<file path="src/rtl/ret_stack8.sv">
// ret_stack8 -- hardware return-address stack for the toy CPU.
//
// A CALL pushes the return address (PC+1). A RET pops it, and the registered
// pop result drives the PC parallel-load input. The stack grows downward:
// sp counts free entries, the top of stack lives at mem[sp], and a push
// writes mem[sp-1].
//
// Ports:
//   clk        in   system clock, rising edge
//   rst        in   asynchronous active-high reset
//   en         in   global enable for push/pop (clr_err ignores it)
//   push       in   push din this cycle
//   pop        in   pop the top entry this cycle
//   din        in   [WIDTH]  return address to push
//   clr_err    in   clears the sticky overflow/underflow flags
//   dout       out  [WIDTH]  registered popped address
//   dout_valid out  one-cycle pulse per accepted pop
//   sp         out  [SPW]    free-entry count (DEPTH when empty)
//   empty      out  sp == DEPTH
//   full       out  sp == 0
//   overflow   out  sticky: push attempted while full
//   underflow  out  sticky: pop attempted while empty
module ret_stack8 #(
  parameter int WIDTH = 8,
  parameter int DEPTH = 8,
  parameter int SPW   = 4
) (
  input  logic             clk,
  input  logic             rst,
  input  logic             en,
  input  logic             push,
  input  logic             pop,
  input  logic [WIDTH-1:0] din,
  input  logic             clr_err,
  output logic [WIDTH-1:0] dout,
  output logic             dout_valid,
  output logic [SPW-1:0]   sp,
  output logic             empty,
  output logic             full,
  output logic             overflow,
  output logic             underflow
);

  localparam int AW = (DEPTH > 1) ? $clog2(DEPTH) : 1;

  // Storage is deliberately not reset: an entry is only ever read after a
  // push has written it, so stale contents cannot leak to dout.
  logic [WIDTH-1:0] mem [DEPTH];

  logic [SPW-1:0]   sp_q, sp_d, sp_m1;
  logic [WIDTH-1:0] dout_q, dout_d;
  logic             dv_q, dv_d;
  logic             ovf_q, ovf_d;
  logic             unf_q, unf_d;
  logic [AW-1:0]    top_idx, push_idx;

  logic do_push, do_pop, do_swap, do_push_empty;

  assign empty = (sp_q == SPW'(DEPTH));
  assign full  = (sp_q == '0);

  assign sp_m1    = sp_q - SPW'(1);
  assign top_idx  = sp_q[AW-1:0];
  assign push_idx = sp_m1[AW-1:0];

  // Operation decode. Push+pop on a non-empty stack replaces the top in place;
  // on an empty stack only the push half is honoured (empty implies not full).
  assign do_push       = en & push & ~pop & ~full;
  assign do_pop        = en & pop & ~push & ~empty;
  assign do_swap       = en & push & pop & ~empty;
  assign do_push_empty = en & push & pop & empty;

  always_comb begin
    sp_d   = sp_q;
    dout_d = dout_q;
    dv_d   = 1'b0;
    if (do_push || do_push_empty) begin
      sp_d = sp_m1;
    end else if (do_pop) begin
      sp_d = sp_q + SPW'(1);
    end
    if (do_pop || do_swap) begin
      dout_d = mem[top_idx];
      dv_d   = 1'b1;
    end
    // New errors win over a simultaneous clear.
    ovf_d = (ovf_q & ~clr_err) | (en & push & ~pop & full);
    unf_d = (unf_q & ~clr_err) | (en & pop & empty);
  end

  always_ff @(posedge clk) begin
    if (do_push || do_push_empty) begin
      mem[push_idx] <= din;
    end else if (do_swap) begin
      mem[top_idx] <= din;
    end
  end

  always_ff @(posedge clk or posedge rst) begin
    if (rst) begin
      sp_q   <= SPW'(DEPTH);
      dout_q <= '1;
      dv_q   <= 1'b0;
      ovf_q  <= 1'b0;
      unf_q  <= 1'b0;
    end else begin
      sp_q   <= sp_d;
      dout_q <= dout_d;
      dv_q   <= dv_d;
      ovf_q  <= ovf_d;
      unf_q  <= unf_d;
    end
  end

  assign sp         = sp_q;
  assign dout       = dout_q;
  assign dout_valid = dv_q;
  assign overflow   = ovf_q;
  assign underflow  = unf_q;

endmodule

</file>
<file path="config.mk">
export PLATFORM = sky130hd
export DESIGN_NAME = ret_stack8
export DESIGN_NICKNAME = d
export VERILOG_FILES = /design/src/rtl/ret_stack8.sv
export SDC_FILE = /design/constraint.sdc
export NUM_CORES = 1
export LEC_CHECK = 0
export ABC_AREA = 1
export CELL_PAD_IN_SITES_DETAIL_PLACEMENT = 1
export CELL_PAD_IN_SITES_GLOBAL_PLACEMENT = 1
export CORE_ASPECT_RATIO = 1.5
export CORE_UTILIZATION = 43
export DETAILED_ROUTE_END_ITERATION = 12
export PLACE_DENSITY = 0.86
export RECOVER_POWER = 100
export SYNTH_ARGS = -nofsm -noshare
export SYNTH_HDL_FRONTEND = slang
export SYNTH_SLANG_ARGS = --single-unit
</file>
<file path="constraint.sdc">
create_clock -name clk -period 7.7 [get_ports clk]
set_clock_uncertainty 0.2 [all_clocks]
set_input_delay 2.31 -clock clk [delete_from_list [all_inputs] [get_ports clk]]
set_output_delay 2.31 -clock clk [all_outputs]
set_load 0.05 [all_outputs]
</file>
==> results.tsv, run 1 <==
metric	value	unit
nNetsFinal	395	
place_congestion	0.795	
first_pass_iters	4	
met2_length	4.44	mm
rows	40	
grt_setup_unrepaired	no	
hold_class	reg2reg	
n_fill_cell	884	
max_freq	175	MHz
post-route-util	51.8	%
ios	31	
max-cap-violations	0	
cts_root_buf	clkbuf_16	
cts_made_buffers	9	
syn_inst	351	
via_per_inst	5.18	
postCtsResizedCells	0	
drt_iter0_markers	82	
dieArea	8750	um^2
tns	0	ns
clock-sinks	79	
worstPathArrival	3.19	ns
hold_buffers	0	
post_synth_instance_area	3600	um^2
gr-total-overflow	0	
r2r_cells	7	
path_max_fanout	29	
leakagePower	1.74	nW
hold_viol_final	0	
cp-startpoint	sp[1]$_DFFE_PP0P_	
finish.instance_area	4170	um^2
core-area	8060	um^2
endpoint	empty	
vias	2534	
route.met3.wl	241	um
vdd_drop_max	0.235	mV
area.growth.synth_to_final	15.8	%
n_antenna_cell	0	
synth_nets	367	
hpwl	5.46	mm
worstPathRequired	5.19	ns
rr_startpoint	sp[1]$_DFFE_PP0P_	
drc	0	
outcome	completed	
top_layer	met4	
initial_core_util	44.7	%
critPathKind	reg2out	
dp_cells	473	
fin_cells	489	
syn_avg_cell_area	10.3	um^2
ys_seq_elements	79	
critPathLaunchType	flop	
port_buffers	30	
wirelength	8.27	mm
drv_slew	0	
cts_tree	done	
h-tree-depth	3	
ys_seq_area_share	64.1	%
ant_nets	0	
drive_gt1_share	9.64	%
die_w	76.7	um
cp-end-kind	primary output	
grt_pass1_vias	2627	
cts.path.max_buffers	2	
postPlaceCellArea	3950	um^2
whs	0.264	ns
post_cts_buffers	0	
maxSlewHeadroom	36.7	%
clkTransAtPathRegs	0.06	ns
worstMarginPinSlew	0.950	ns
timing.rr.end	mem[6][5]$_DFFE_PP_	
grtUsageTotal	20.5	%
synth.distinct_cells	28	
wl_met1	3.34	mm
cellPowerDensity	376	nW/um^2
rrSetupSlack	3.78	ns
grt_max_degree	41	
die_h	114	um
fin_crit_sh	74.0	%
worstSkewPairLatency	0.34	ns
routedWlPerCell	16.9	um
setup_violations	0	
grt_first_pass_wirelength	13.1	mm
antenna_found_initial	0	
fin_crit	5.70	ns
ys_warn_count	0	
==> metal layers <==
| metal | vias up | GRT usage, % |
|---|---|---|
| li1 | 1200 | - |
| met1 | 1261 | 22.8 |
| met2 | 55 | 36.7 |
| met3 | 18 | 3.03 |
| met4 | 0 | 12.3 |
| met5 | - | 0 |
==> Yosys cell counts, drive strengths merged <==
cell type,n,area share (%)
buf,11,2.2
clkbuf,3,0.35
dfrtp,6,4.2
dfstp,9,6.6
edfxtp,64,53
ha,2,0.69
inv,32,3.4
nand2,135,15
nand3,42,6.8
nand4,1,0.17
nor2,26,3.3
o211ai,2,0.42
o21ai,13,2.1
o22ai,1,0.17
xnor2,2,0.49
xor2,2,0.49
==> kinds of logic after synthesis <==
| group | synth area share [%] |
|---|---|
| simple gates | 25.6 |
| flops | 64.1 |
| buf+inv | 5.94 |
| compound gates | 2.71 |
| xor+xnor | 0.973 |
| fa+ha+maj | 0.695 |
==> critical path, cell delays in order, from the launching register on <==
cell and delay (ns):
dfrtp_1 0.97, inv_1 0.47, ha_1 0.43, nand2_2 0.13
nor2_4 0.05, dlygate4sd3_1 0.80
==> sequential cells by signal (all words and copies together), names as in the netlist <==
register    cells
dout            8
mem            64
sp              4
dout_valid      1
underflow       1
overflow        1
==> per-stage QoR <==
stage          power (mW)  setup WS (ns)
5_1_grt              1.66           1.80
4_1_cts              1.60           2.05
6_report             1.57           2.00
3_3_place_gp         1.19           2.45
3_5_place_dp         1.22           2.40
2_1_floorplan        1.06           3.34
==> worst min path at each step <==
stage | from | endpoint | slack (ns) | depth (start not counted)
finish | dout[4]$_DFFE_PP1P_ | dout[4]$_DFFE_PP1P_ | 0.26 | 2
global route | dout[4]$_DFFE_PP1P_ | dout[4]$_DFFE_PP1P_ | 0.27 | 2
CTS | dout[4]$_DFFE_PP1P_ | dout[4]$_DFFE_PP1P_ | 0.27 | 2
detailed placement | dout[4]$_DFFE_PP1P_ | dout[4]$_DFFE_PP1P_ | 0.26 | 2
global placement | dout[6]$_DFFE_PP1P_ | dout[6]$_DFFE_PP1P_ | 0.26 | 2
floorplan | mem[5][2]$_DFFE_PP_ | dout[2]$_DFFE_PP1P_ | 0.34 | 4
==> placed cells by master (no fill, tap or decap), drive strengths merged <==
cell           count
nand2            135
edfxtp            64
nand3             42
inv               32
dlygate4sd3       28
nor2              26
o21ai             13
clkbuf            11
dfstp              9
dfrtp              6
clkinv             5
xor2               2
xnor2              2
o211ai             2
ha                 2
clkdlybuf4s50      2
o22ai              1
nand4              1
buf                1
==> power by group <==
| part | total [mW] | internal (mW) | leakage (nW) | switching (mW) |
|---|---|---|---|---|
| Combinational | 0.589 | 0.173 | 0.865 | 0.416 |
| Sequential | 0.603 | 0.541 | 0.747 | 0.0629 |
| Clock | 0.376 | 0.215 | 0.126 | 0.161 |
==> layout make-up <==
class	instances	area [um^2]	area share, %
clock buffer	11	233	5.58
clock inverter	5	25.0	0.600
inverter	32	123	2.94
multi-input combinational	226	1040	25.0
sequential	79	2310	55.4
tap	105	131	3.15
timing repair buffer	31	308	7.38
(Power assumes the default switching activity.)
==> run 2: changes to the inputs <==
==> constraint.sdc (replaced) <==
create_clock -name clk -period 5.6 [get_ports clk]
set_clock_uncertainty 0.2 [all_clocks]
set_input_delay 1.68 -clock clk [delete_from_list [all_inputs] [get_ports clk]]
set_output_delay 1.68 -clock clk [all_outputs]
set_load 0.05 [all_outputs]
==> run 2 against run 1 <==
  * Utilization increased by 0.39 points
  * Worst setup slack got worse by 1.3 ns
  * Via count increased by 0.20%
  * Combinational power increased by 46%
  * Die area unchanged
  * Sequential power increased by 33%
  * Critical endpoint unchanged
  * Largest cell class unchanged
  * Largest power group is now combinational cells
==> results.tsv, run 2 (synthesized netlist as in run 1, its figures left out) <==
metric	value	unit	change
whs_path_depth	2		unchanged
grt_setup_unrepaired	no		unchanged
path_max_fanout	34		was 29
ios	31		unchanged
routedWlPerCell	17.8	um	was 16.9 um
drt_iter0_markers	131		was 82
drc	0		unchanged
dieArea	8750	um^2	unchanged
hold_end	dout[0]$_DFFE_PP1P_		was dout[4]$_DFFE_PP1P_
layout_commonest_cell	nand2_1		unchanged
cp_cell_sequence	inv_1 -> ha_1 -> nand2_2 -> nor2_4 -> clkdlybuf4s50_1		was inv_1 -> ha_1 -> nand2_2 -> nor2_4 -> dlygate4sd3_1
critPathBufInv	2		unchanged
regMostFlops	mem		unchanged
worstPathArrival	3.03	ns	was 3.19 ns
grt_max_degree	41		unchanged
clock-sinks	79		unchanged
antenna_found_initial	0		unchanged
hold_viol_final	0		unchanged
grt_pass1_vias	2731		was 2,627
rrSetupSlack	1.93	ns	was 3.78 ns
fin_crit_sh	87.6	%	
post_cts_buffers	0		unchanged
cts_made_buffers	9		unchanged
tns	0	ns	unchanged
max_freq	204	MHz	
hold_class	reg2reg		unchanged
final_cell_mix	129 x nand2_1, 64 x edfxtp_1, 38 x nand3_1		unchanged
hpwl	5.77	mm	was 5.46 mm
cts_tree	done		unchanged
outcome	completed		unchanged
hold_buffers	0		unchanged
via_per_inst	5.18		about the same
grtUsageTotal	22.1	%	was 20.5%
worstSkewPairLatency	0.33	ns	was 0.34 ns
vdd_drop_max	0.288	mV	was 0.235 mV
maxSlewHeadroom	28.2	%	was 36.7%
h-tree-depth	3		unchanged
max-cap-violations	0		unchanged
worstPathRequired	3.72	ns	was 5.19 ns
largest_reg_flops	64		unchanged
critPathKind	reg2out		unchanged
place_congestion	0.786		was 0.795
cts.path.max_buffers	2		unchanged
path_delay_family	buffers and inverters		unchanged
r2r_cells	8		was 7
cts_root_buf	clkbuf_16		unchanged
port_buffers	30		unchanged
min_from	dout[0]$_DFFE_PP1P_		was dout[4]$_DFFE_PP1P_
wirelength	8.70	mm	was 8.27 mm
drive_gt1_share	9.61	%	was 9.64%
cp-end-kind	primary output		unchanged
setup_violations	0		unchanged
vias	2539		was 2,534
drv_slew	0		unchanged
grt_first_pass_wirelength	14.1	mm	was 13.1 mm
core-area	8060	um^2	unchanged
clkTransAtPathRegs	0.06	ns	about the same
postCtsResizedCells	0		unchanged
slowest_stage	clkdlybuf4s50_1		was dfrtp_1
ant_nets	0		unchanged
fin_crit	4.91	ns	
leakagePower	1.74	nW	about the same
timing.rr.end	mem[3][7]$_DFFE_PP_		was mem[6][5]$_DFFE_PP_
n_antenna_cell	0		unchanged
first_pass_iters	5		was 4
nNetsFinal	396		was 395
die_h	114	um	unchanged
whs	0.265	ns	was 0.264 ns
crit_path_max_incr_delay	0.83	ns	was 0.97 ns
die_w	76.7	um	unchanged
area.growth.synth_to_final	16.7	%	was 15.8%
gr-total-overflow	0		unchanged
power.total	2.22	mW	was 1.57 mW
critPathLaunchType	flop		unchanged
initial_core_util	44.7	%	unchanged
worstMarginPinSlew	1.08	ns	was 0.950 ns
rr_startpoint	sp[0]$_DFFE_PP0P_		was sp[1]$_DFFE_PP0P_
rows	40		unchanged
cellPowerDensity	528	nW/um^2	was 376 nW/um^2
## run 2: cell type report
type | count | area (um^2)
Tap cell | 105 | 131
Timing Repair Buffer | 32 | 315
Clock buffer | 11 | 233
Multi-Input combinational cell | 226 | 1040
Fill cell | 903 | 3860
Clock inverter | 5 | 48.8
Inverter | 32 | 123
Sequential cell | 79 | 2310
## run 2: report_power, final
part / internal [mW] / switching (mW) / total [mW]
sequential: 0.744 / 0.0590 / 0.803
clock: 0.341 / 0.219 / 0.559
combinational: 0.244 / 0.613 / 0.857
## run 2: through the flow
stage	setup WS, ns	instances	instance area (um^2)	utilization [%]
2_1_floorplan	1.87	351	3600	-
3_3_place_gp	1.42	474	3960	49.1
3_5_place_dp	1.27	474	3960	49.1
4_1_cts	0.979	490	4240	52.6
5_1_grt	0.489	490	4200	52.1
6_report	0.694	490	4200	52.1
## run 2: worst reg2reg max path, cell delays in order (launching register included)
cell and delay, ns:
dfrtp_1 0.38, inv_1 0.78, ha_1 0.46, nand3_2 0.18, nand2_4 0.16, nand2_2 0.10, nand2_1 0.16, nand2_2 0.10
nor2_1 0.76
## run 2: worst max path at each step
stage,startpoint,endpoint,slack (ns),depth (start not counted)
5_1_grt,sp[0]$_DFFE_PP0P_,empty,0.49,5
3_3_place_gp,sp[0]$_DFFE_PP0P_,empty,1.42,5
3_5_place_dp,pop,mem[4][7]$_DFFE_PP_,1.27,7
6_report,sp[0]$_DFFE_PP0P_,empty,0.69,5
2_1_floorplan,sp[1]$_DFFE_PP0P_,full,1.87,6
4_1_cts,sp[0]$_DFFE_PP0P_,empty,0.98,5
## run 2: metal layers
layer  part of all wire [%]  up-vias  track usage [%]
met4                    2.5        0             10.5
li1                       -     1207                -
met2                     56       50             40.0
met5                      0        -                0
met3                    2.5       16             5.74
met1                     39     1266             23.8
==> run 3: changes to the inputs <==
--- a/config.mk
+++ b/config.mk
@@ -9,9 +9,9 @@
 export CELL_PAD_IN_SITES_DETAIL_PLACEMENT = 1
 export CELL_PAD_IN_SITES_GLOBAL_PLACEMENT = 1
 export CORE_ASPECT_RATIO = 1.5
-export CORE_UTILIZATION = 43
+export CORE_UTILIZATION = 45
 export DETAILED_ROUTE_END_ITERATION = 12
-export PLACE_DENSITY = 0.86
+export PLACE_DENSITY = 0.89
 export RECOVER_POWER = 100
 export SYNTH_ARGS = -nofsm -noshare
 export SYNTH_HDL_FRONTEND = slang
==> run 3 against run 2 <==
  * First-iteration DRC count increased by 1.5%
  * Largest power group unchanged
  * Count of clock-buffer cells in the layout increased by 2
  * Via count grew 3.7%
  * Critical path type unchanged
  * Utilization rose by 2.7 points
  * Sequential power about the same
  * Sequential share of layout area unchanged
  * Critical path depth unchanged
  * Cell count down 0.41%
  * Total power up 2.0%
  * Hold slack got worse by 0.00055 ns
  * Non-clock buffer count grew 1
  * Global-route usage grew 2.0 points
==> results.tsv, run 3 (synthesized netlist as in run 1, its figures left out) <==
metric	value	unit	change
area.growth.synth_to_final	16.7	%	unchanged
clkTransAtPathRegs	0.06	ns	about the same
clock-sinks	79		unchanged
cts_made_buffers	9		unchanged
grt_use_met2	41.6	%	was 40.0%
critPathKind	reg2out		unchanged
rows	39		was 40
worstSkewPairLatency	0.34	ns	was 0.33 ns
die_h	112	um	was 114 um
worstMarginPinSlew	1.10	ns	was 1.08 ns
fin_crit_sh	88.8	%	was 87.6%
outcome	completed		unchanged
critPathLaunchType	flop		unchanged
cts_tree	done		unchanged
core-area	7660	um^2	was 8060 um^2
die_w	75.0	um	was 76.7 um
antenna_found_initial	0		unchanged
largest_reg_flops	64		unchanged
hold_buffers	0		unchanged
setup_violations	0		unchanged
h-tree-depth	3		unchanged
first_pass_iters	4		was 5
drt_iter0_markers	133		was 131
port_buffers	30		unchanged
via_per_inst	5.39		was 5.18
final_cell_mix	130 x nand2_1, 64 x edfxtp_1, 39 x nand3_1		was 129 x nand2_1, 64 x edfxtp_1, 38 x nand3_1
vdd_drop_max	0.259	mV	was 0.288 mV
hold_viol_final	0		unchanged
rrSetupSlack	1.77	ns	was 1.93 ns
ant_nets	0		unchanged
worstPathRequired	3.72	ns	about the same
vias	2632		was 2,539
drc	0		unchanged
grt_use_met1	27.0	%	was 23.8%
cellPowerDensity	539	nW/um^2	was 528 nW/um^2
routedWlPerCell	18.7	um	was 17.8 um
postCtsResizedCells	0		unchanged
drive_gt1_share	9.84	%	was 9.61%
max-cap-violations	0		unchanged
hold_class	reg2reg		unchanged
drv_slew	0		unchanged
wirelength	9.12	mm	was 8.70 mm
path_max_fanout	34		unchanged
grt_max_degree	41		unchanged
layout_commonest_cell	nand2_1		unchanged
fin_crit	4.97	ns	was 4.91 ns
cp-end-kind	primary output		unchanged
max_freq	201	MHz	was 204 MHz
post_cts_buffers	0		unchanged
initial_core_util	47.0	%	was 44.7%
ios	31		unchanged
leakagePower	1.76	nW	was 1.74 nW
nNetsFinal	397		was 396
n_antenna_cell	0		unchanged
grt.met3_usage	4.71	%	was 5.74%
hpwl	5.87	mm	was 5.77 mm
cts.path.max_buffers	2		unchanged
maxSlewHeadroom	26.4	%	was 28.2%
grt_first_pass_wirelength	14.2	mm	was 14.1 mm
busiest_layer	met2		unchanged
post-route-util	54.8	%	was 52.1%
dieArea	8370	um^2	was 8750 um^2
gr-total-overflow	0		unchanged
tns	0	ns	unchanged
cts_root_buf	clkbuf_16		unchanged
worstPathArrival	3.09	ns	was 3.03 ns
grt_pass1_vias	2818		was 2,731
place_congestion	0.785		was 0.786
regMostFlops	mem		unchanged
grtUsageTotal	24.1	%	was 22.1%
grt_setup_unrepaired	no		unchanged
## run 3: layout make-up
class	count	area, um^2
fillers	847	3460
flip-flops and latches	79	2310
multi-input cells	226	1030
repair buffers	33	323
clock buffers	13	250
well taps	102	128
inverters	32	123
clock inverters	3	43.8
## run 3: worst paths after layout
kind,startpoint,to,cells after the start
min in group asynchronous,rst,underflow$_DFF_PP0_,2
min reg2reg,dout[1]$_DFFE_PP1P_,dout[1]$_DFFE_PP1P_,2
max in group asynchronous,rst,sp[1]$_DFFE_PP0P_,2
max,sp[0]$_DFFE_PP0P_,empty,5
max reg2reg,sp[0]$_DFFE_PP0P_,mem[5][6]$_DFFE_PP_,8
min,dout[1]$_DFFE_PP1P_,dout[1]$_DFFE_PP1P_,2
## run 3: through the flow
step                      area (um^2)  total power [mW]  hold slack, ns  cells  worst slack (ns)
after floorplan                  3600              1.46           0.340    351              1.87
after global placement           3960              1.65           0.257    472              1.43
after detailed placement         3960              1.70           0.259    472              1.28
after CTS                        4250              2.30           0.269    488              1.02
after global routing             4200              2.38           0.285    488             0.472
final                            4200              2.26           0.265    488             0.625
## run 3: routing by layer
metal | routed length [um] | vias up
met5 | 0 | -
met4 | 354 | 0
met3 | 298 | 30
met2 | 4890 | 69
met1 | 3580 | 1324
li1 | - | 1209
## run 3: power breakdown
part | internal (mW) | switching, mW | total [mW]
logic | 0.248 | 0.627 | 0.875
clock network | 0.358 | 0.226 | 0.584
registers | 0.744 | 0.0607 | 0.805
## run 3: critical path: stages, from the launching register on
cell	delay (ns)
dfrtp_1	0.38
inv_1	0.80
ha_1	0.46
nand2_2	0.11
nor2_4	0.12
dlygate4sd3_1	0.89
